File: src/rtl/buttons_conditioner.sv
// rtl/buttons_conditioner.sv - synchronise, debounce and arbitrate N push-buttons into one-hot press pulses
module buttons_conditioner #(
    parameter int N_BTN           = 3,
    parameter int DEBOUNCE_CYCLES = 250000,
    parameter bit REPEAT_EN       = 1'b0,
    parameter int REPEAT_DELAY    = 25000000,
    parameter int REPEAT_PERIOD   = 5000000
) (
    input  logic             clk,
    input  logic             rst_n,
    input  logic [N_BTN-1:0] btn_raw,
    output logic [N_BTN-1:0] press_pulse,
    output logic [N_BTN-1:0] btn_level,
    output logic             conflict
);
    localparam int CW   = $clog2(DEBOUNCE_CYCLES + 1);
    localparam int RMAX = (REPEAT_DELAY > REPEAT_PERIOD) ? REPEAT_DELAY : REPEAT_PERIOD;
    localparam int RW   = $clog2(RMAX + 1);
    localparam int OW   = (N_BTN > 1) ? $clog2(N_BTN) : 1;

    localparam logic [CW-1:0]    DB_LAST     = CW'(DEBOUNCE_CYCLES - 1);
    localparam logic [RW-1:0]    DELAY_LOAD  = RW'(REPEAT_DELAY - 1);
    localparam logic [RW-1:0]    PERIOD_LOAD = RW'(REPEAT_PERIOD - 1);
    localparam logic [N_BTN-1:0] ONE         = N_BTN'(1);

    typedef enum logic [1:0] {IDLE, HELD, LOCKOUT} state_t;

    logic [N_BTN-1:0] sync1, sync2;
    state_t           state, state_next;
    logic [OW-1:0]    owner, owner_next, level_idx;
    logic [RW-1:0]    rep_cnt, rep_cnt_next;
    logic [N_BTN-1:0] pulse_next, owner_mask;

    always_ff @(posedge clk or negedge rst_n) begin
        if (!rst_n) begin
            sync1 <= '0;
            sync2 <= '0;
        end else begin
            sync1 <= btn_raw;
            sync2 <= sync1;
        end
    end

    // The counter only runs while the synchronised input disagrees with the accepted level.
    for (genvar i = 0; i < N_BTN; i++) begin : g_debounce
        logic [CW-1:0] cnt;
        logic          level;

        always_ff @(posedge clk or negedge rst_n) begin
            if (!rst_n) begin
                cnt   <= '0;
                level <= 1'b0;
            end else if (sync2[i] == level) begin
                cnt <= '0;
            end else if (cnt == DB_LAST) begin
                level <= sync2[i];
                cnt   <= '0;
            end else begin
                cnt <= cnt + CW'(1);
            end
        end

        assign btn_level[i] = level;
    end

    // Index is only consumed when btn_level is one-hot, so priority order is irrelevant.
    always_comb begin
        level_idx = '0;
        for (int i = 0; i < N_BTN; i++) begin
            if (btn_level[i]) level_idx = OW'(i);
        end
    end

    assign owner_mask = ONE << owner;

    always_comb begin
        state_next   = state;
        owner_next   = owner;
        rep_cnt_next = rep_cnt;
        pulse_next   = '0;
        case (state)
            IDLE: begin
                if ($onehot(btn_level)) begin
                    pulse_next   = btn_level;
                    owner_next   = level_idx;
                    rep_cnt_next = DELAY_LOAD;
                    state_next   = HELD;
                end else if (btn_level != '0) begin
                    state_next = LOCKOUT;
                end
            end
            HELD: begin
                if (btn_level == owner_mask) begin
                    if (REPEAT_EN) begin
                        if (rep_cnt == '0) begin
                            pulse_next   = owner_mask;
                            rep_cnt_next = PERIOD_LOAD;
                        end else begin
                            rep_cnt_next = rep_cnt - RW'(1);
                        end
                    end
                end else if (btn_level == '0) begin
                    state_next = IDLE;
                end else begin
                    state_next = LOCKOUT;
                end
            end
            LOCKOUT: begin
                if (btn_level == '0) state_next = IDLE;
            end
            default: state_next = IDLE;
        endcase
    end

    always_ff @(posedge clk or negedge rst_n) begin
        if (!rst_n) begin
            state       <= IDLE;
            owner       <= '0;
            rep_cnt     <= '0;
            press_pulse <= '0;
        end else begin
            state       <= state_next;
            owner       <= owner_next;
            rep_cnt     <= rep_cnt_next;
            press_pulse <= pulse_next;
        end
    end

    assign conflict = (state == LOCKOUT);
endmodule

File: config.mk
export PLATFORM = sky130hd
export DESIGN_NAME = buttons_conditioner
export DESIGN_NICKNAME = d
export VERILOG_FILES = /design/src/rtl/buttons_conditioner.sv
export SDC_FILE = /design/constraint.sdc
export NUM_CORES = 1
export LEC_CHECK = 0
export BUFFER_PORTS_ARGS = -buffer_cell sky130_fd_sc_hd__buf_2
export CAP_MARGIN = 25
export CORE_MARGIN = 1.5
export CORE_UTILIZATION = 60
export DETAILED_ROUTE_END_ITERATION = 7
export PLACE_DENSITY = 0.84
export SYNTH_ARGS = -nofsm -noshare
export SYNTH_HDL_FRONTEND = slang
export SYNTH_SLANG_ARGS = --single-unit
File: constraint.sdc
create_clock -name clk -period 2.85 [get_ports clk]
set_clock_uncertainty 0.05 [all_clocks]
set_input_delay 0 -clock clk [delete_from_list [all_inputs] [get_ports clk]]
set_output_delay 0 -clock clk [all_outputs]
set_load 0.1 [all_outputs]
== Word level (Yosys, flattened, before mapping) ==
Cells that the tools add are included.
Word-level totals
  word-level logic and storage cells: 57
  register bits: 70
Cells by class
  equality and inequality tests: 13
  $add $sub $neg: 5
  reductions and logical operators: 8
  shift operators: 1
  bitwise operators: 3
  mux-type cells: 16
Operators with widths (number)
  18-bit 2-to-1 mux: 6
  18-bit by 1-bit adder with 18-bit output, second input constant: 3
  18-bit == test, second input constant: 3
  2-bit 2-to-1 mux: 6
  2-bit AND reduction: 4
  3-bit 2-to-1 mux: 2
  2-bit one-hot mux with 3 select lines: 1
  2-bit by 1-bit == test with 1-bit output, second input constant: 2
  1-bit == test: 3
  3-bit == test: 1
  3-bit logical NOT: 1
  3-bit != test, second input constant: 1
  1-bit inverter: 3
  3-bit AND reduction: 1
  3-bit nonzero test: 1
  1-bit by 2-bit << shifter with 3-bit output, first input constant: 1
  1-bit by 1-bit adder with 2-bit output: 1
  2-bit by 1-bit adder with 2-bit output: 1
  2-bit == test, second input constant: 1
  2-bit logical NOT: 1
  2-bit by 1-bit != test with 1-bit output, second input constant: 1
  2-bit != test, second input constant: 1
  1-bit 2-to-1 mux: 1

== Depth between registers and ports, before layout ==
  depth in word-level cells: 5
  gate-level depth with buffers: 7
  gate-level depth less buffers: 6

== Worst setup path after synthesis ==
No wires, ideal clock.
  path type: reg2reg
  from: reg g_debounce[1].level
  to: reg owner[1]
  cell stages (with the launch flop): 7
  required time: 2.675 ns
  clock period less this slack: 2.094 ns
  setup slack: 0.756 ns
  arrival time: 1.919 ns
  cells stage by stage: dfrtp_1 clkbuf_1 inv_1 fa_1 nand2b_1 nor3_1 mux2_2
On the way
  cells in the longest elaborated chain, start to end: 4
Ends and longest elaborated chain
  from (decl): RTL line 47  | logic level;
  from (signal assigned): RTL line 56  | level <= sync2[i];
  1-bit by 1-bit adder with 2-bit output (not written as such): RTL line 83  | if ($onehot(btn_level)) begin
  2-bit by 1-bit adder with 2-bit output (not written as such): RTL line 83
  2-bit by 1-bit == test with 1-bit output: RTL line 83
  2-bit AND reduction (no source line)
  to (signal assigned): RTL line 123  | owner <= owner_next;
  to (decl): RTL line 30  | logic [OW-1:0] owner, owner_next, level_idx;
No other way between the ends.
A chain may end at the register's enable or synchronous reset.

== Worst setup path in the final report ==
Ends and elaborated chain as after synthesis.

==> flow_summary_export.csv <==
group,metric,value,unit
status,status,"finished clean",
cts,ctsResizeCount,0,
setup_path,slowest_stage,"dfrtp_1",
synthesis,synth_top_family_by_area,"simple AND/OR/NAND/NOR gates",
synthesis,synth_compound_area_share,5.35,%
floorplanning,ios,12,
cts,clockRootBuffer,"clkbuf_8",
synthesis,syn_avg_cell_area,10.3,µm²
setup_path,setup.worst_path.end_class,"flip-flop",
finish,diodes,0,
synthesis,yosys.area_share.simple,25.4,%
grt,grt_first_pass_wirelength,11.0,mm
floorplanning,floorplan.initialDensity,62.5,%
cts,cts_max_level,3,
sta,tightestPinTransition,0.939,ns
placement,io_buffers,11,
synthesis,mappedNetlistArea,3440,µm²
finish,final_layout_size_suffix_gt1_share,13.1,%
route,viasPerCell,5.78,
setup_path,worst_setup_path_start_kind,"flip-flop",
finish,final_util,68.9,%
placement,dpl.hpwl,4.40,mm
cts,clk-insertion-delay-late,0.35,ns
route,vias,2491,
sta,finalSetupTns,0,ns
grt,grt_pass1_vias,2479,
synthesis,ys_seq_area_share,50.9,%
synthesis,async_reset_ff_share,100,%
sta,fin_ws,0.638,ns
floorplanning,fp.coreArea,5510,µm²
floorplanning,rows,27,
sta,finalSetupViolations,0,
setup_path,cp_top_family,"simple AND/OR/NAND/NOR gates",
floorplanning,die_h,78.7,µm
floorplanning,die-area,6200,µm²
finish,layout.nets,364,
setup_path,path_buf_inv,1,
synthesis,yosysUniqueCellTypes,39,
synthesis,synth-adder-area-share,1.67,%
synthesis,ys_warn_count,0,
sta,final_max_slew_viol_count,0,
setup_path,r2r_setup_slack,0.64,ns
setup_path,path_class,"reg2reg",
power_and_ir_drop,max-vdd-ir-drop,0.383,mV
route,dr.pass1.iters,4,
sta,finalCriticalPeriod,2.21,ns
cts,cts_sinks,70,
synthesis,syn_inst,334,
grt,grt_max_degree,42,
route,ant_nets,0,
power_and_ir_drop,p_per_area,493,nW/µm²
setup_path,cp_data_arrival_time,2.40,ns
sta,rsz0062_at_grt,"no",
synthesis,ys.flop_type,"dfrtp_1",
grt,antenna_found_initial,0,
synthesis,ys_ff_latch,70,
setup_path,critPathMaxFanout,8,
route,drt_iter0_markers,223,
min_path,hold_path_class,"in2reg",
placement,pre_cts_ws,0.637,ns
finish,syn2layout_area_growth,10.4,%
cts,clkTransAtPathRegs,0.07,ns
sta,slew-limit-headroom,37.4,%
synthesis,synth-xor-area-share,12.0,%
sta,timing.final.crit_share,77.6,%
job,maxCapViolCount,0,
synthesis,synth_edf_count,0,
route,drcViolationCount,0,
power_and_ir_drop,p_leak,1.59,nW
synthesis,synth_nets,343,
sta,hold_viol_final,0,
route,wire_per_inst,15.3,µm
power_and_ir_drop,finalPower,1.87,mW
grt,grt_use_total,23.4,%
sta,hold_ws,0.237,ns
placement,gp_congestion,0.849,
grt,globalRoute.totalOverflow,0,
setup_path,cpPeakStageDelay,0.48,ns
synthesis,synth.mux.area_fraction,1.31,%
floorplanning,die_w,78.7,µm
cts,cts_tree,"yes",
cts,clock_path_buffers,2,
route,wl,6.61,mm
cts,numCtsBuffers,9,
setup_path,crit_required,3.04,ns
setup_path,path_cells,"inv_1, fa_1, nand2b_1, nor3_1, mux2_2",
sta,fmax,452,MHz
path summary, 6_finish.rpt:
path | end | depth (start not counted) | from
worst max-delay path | owner[1] | 5 | g_debounce[1].level
worst min-delay path | sync1[0] | 2 | btn_raw[0]
worst max register to register | owner[1] | 5 | g_debounce[1].level
worst min register to register | sync2[2] | 0 | sync1[2]
max in group asynchronous | g_debounce[2].cnt[4] | 3 | rst_n
min in group asynchronous | g_debounce[1].cnt[14] | 2 | rst_n
report_power, final:
| part | leakage [nW] | switching, mW | total (mW) | internal (mW) |
|---|---|---|---|---|
| Clock | 0.0952 | 0.363 | 0.783 | 0.420 |
| Combinational | 0.535 | 0.0438 | 0.0681 | 0.0243 |
| Sequential | 0.957 | 0.0138 | 1.02 | 1.01 |
| Total | 1.59 | 0.420 | 1.87 | 1.45 |
cells in the mapped netlist, drive strengths merged, types with 2 or more instances:
library cell   n  share of area, %
or4            6               1.3
inv           12               1.3
nor4          24               4.4
a21oi          6              0.87
or2            2              0.36
xor2          13               3.3
nor4bb         2              0.58
nor2b          2              0.36
mux2           4               1.3
clkbuf         6              0.69
nor4b          2              0.51
or3            2              0.36
o41ai          3               2.4
nand4         13               3.2
ha             3               1.1
o31ai          4              0.87
nand3         22               3.3
xnor2         34               8.7
nor3          11               1.6
o21ai          2              0.29
dfrtp         70                51
nor2          58               6.3
and4           2              0.51
buf            6               1.3
nand2         17               1.9
worst register-to-register path, delay by kind of cell (launching register included):
family	cells	cell delay (ns)
buf+inv	1	0.15
simple gates	2	0.59
mux	1	0.38
flops	1	0.48
fa+ha+maj	1	0.45
layer usage:
layer	GRT usage (%)	up-vias	routed length, µm
li1	-	1217	-
met4	11.4	0	107
met5	0	-	0
met3	7.70	8	338
met1	28.8	1199	2920
met2	37.1	67	3240
layout make-up:
cell class | count | area (µm²)
Sequential cell | 70 | 1750
Fill cell | 403 | 1710
Multi-Input combinational cell | 240 | 1570
Timing Repair Buffer | 22 | 148
Clock buffer | 11 | 141
Tap cell | 72 | 90.1
Clock inverter | 4 | 47.5
Inverter | 12 | 45.0
kinds of logic (layout without fill, tap and decap cells):
logic type / count (synthesis) / in the layout
and+or+nand+nor: 166 / 166
DFF: 70 / 70
xor gates and xnor gates: 47 / 47
buffers and inverters: 24 / 49
AOI/OAI and AO/OA: 19 / 19
adders and majority gates: 4 / 4
muxes: 4 / 4
stage by stage:
stage	std cells	area [µm²]
after floorplan	334	3440
after global placement	412	3570
after detailed placement	412	3570
after CTS	431	3800
after global routing	431	3800
final	431	3800
sequential cells by signal, indices dropped and copies added, names as in the netlist:
name and cells:
g_debounce.cnt 54, g_debounce.level 3, press_pulse 3, sync1 3
sync2 3, owner 2, state 2
placed cells by master, fill, tap and decap left out, types with 3 or more instances in the layout:
master,Yosys,routed
dfrtp_1,70,70
nor2_1,58,58
xnor2_1,34,34
nor4_1,24,24
nand3_1,21,21
nand2_1,17,17
xor2_1,13,13
inv_1,12,12
nor3_1,11,11
buf_2,1,11
nand4_1,10,10
clkbuf_8,0,10
buf_4,4,7
or4_1,6,6
a21oi_1,6,6
o31ai_1,4,4
mux2_2,4,4
dlygate4sd3_1,0,4
o41ai_4,3,3
ha_1,3,3
repair_timing:
item                      in CTS  in global routing
setup buffers                  0                  0
hold buffers                   4                  0
hold endpoints to repair      42                  0
(Power assumes the default switching activity.)
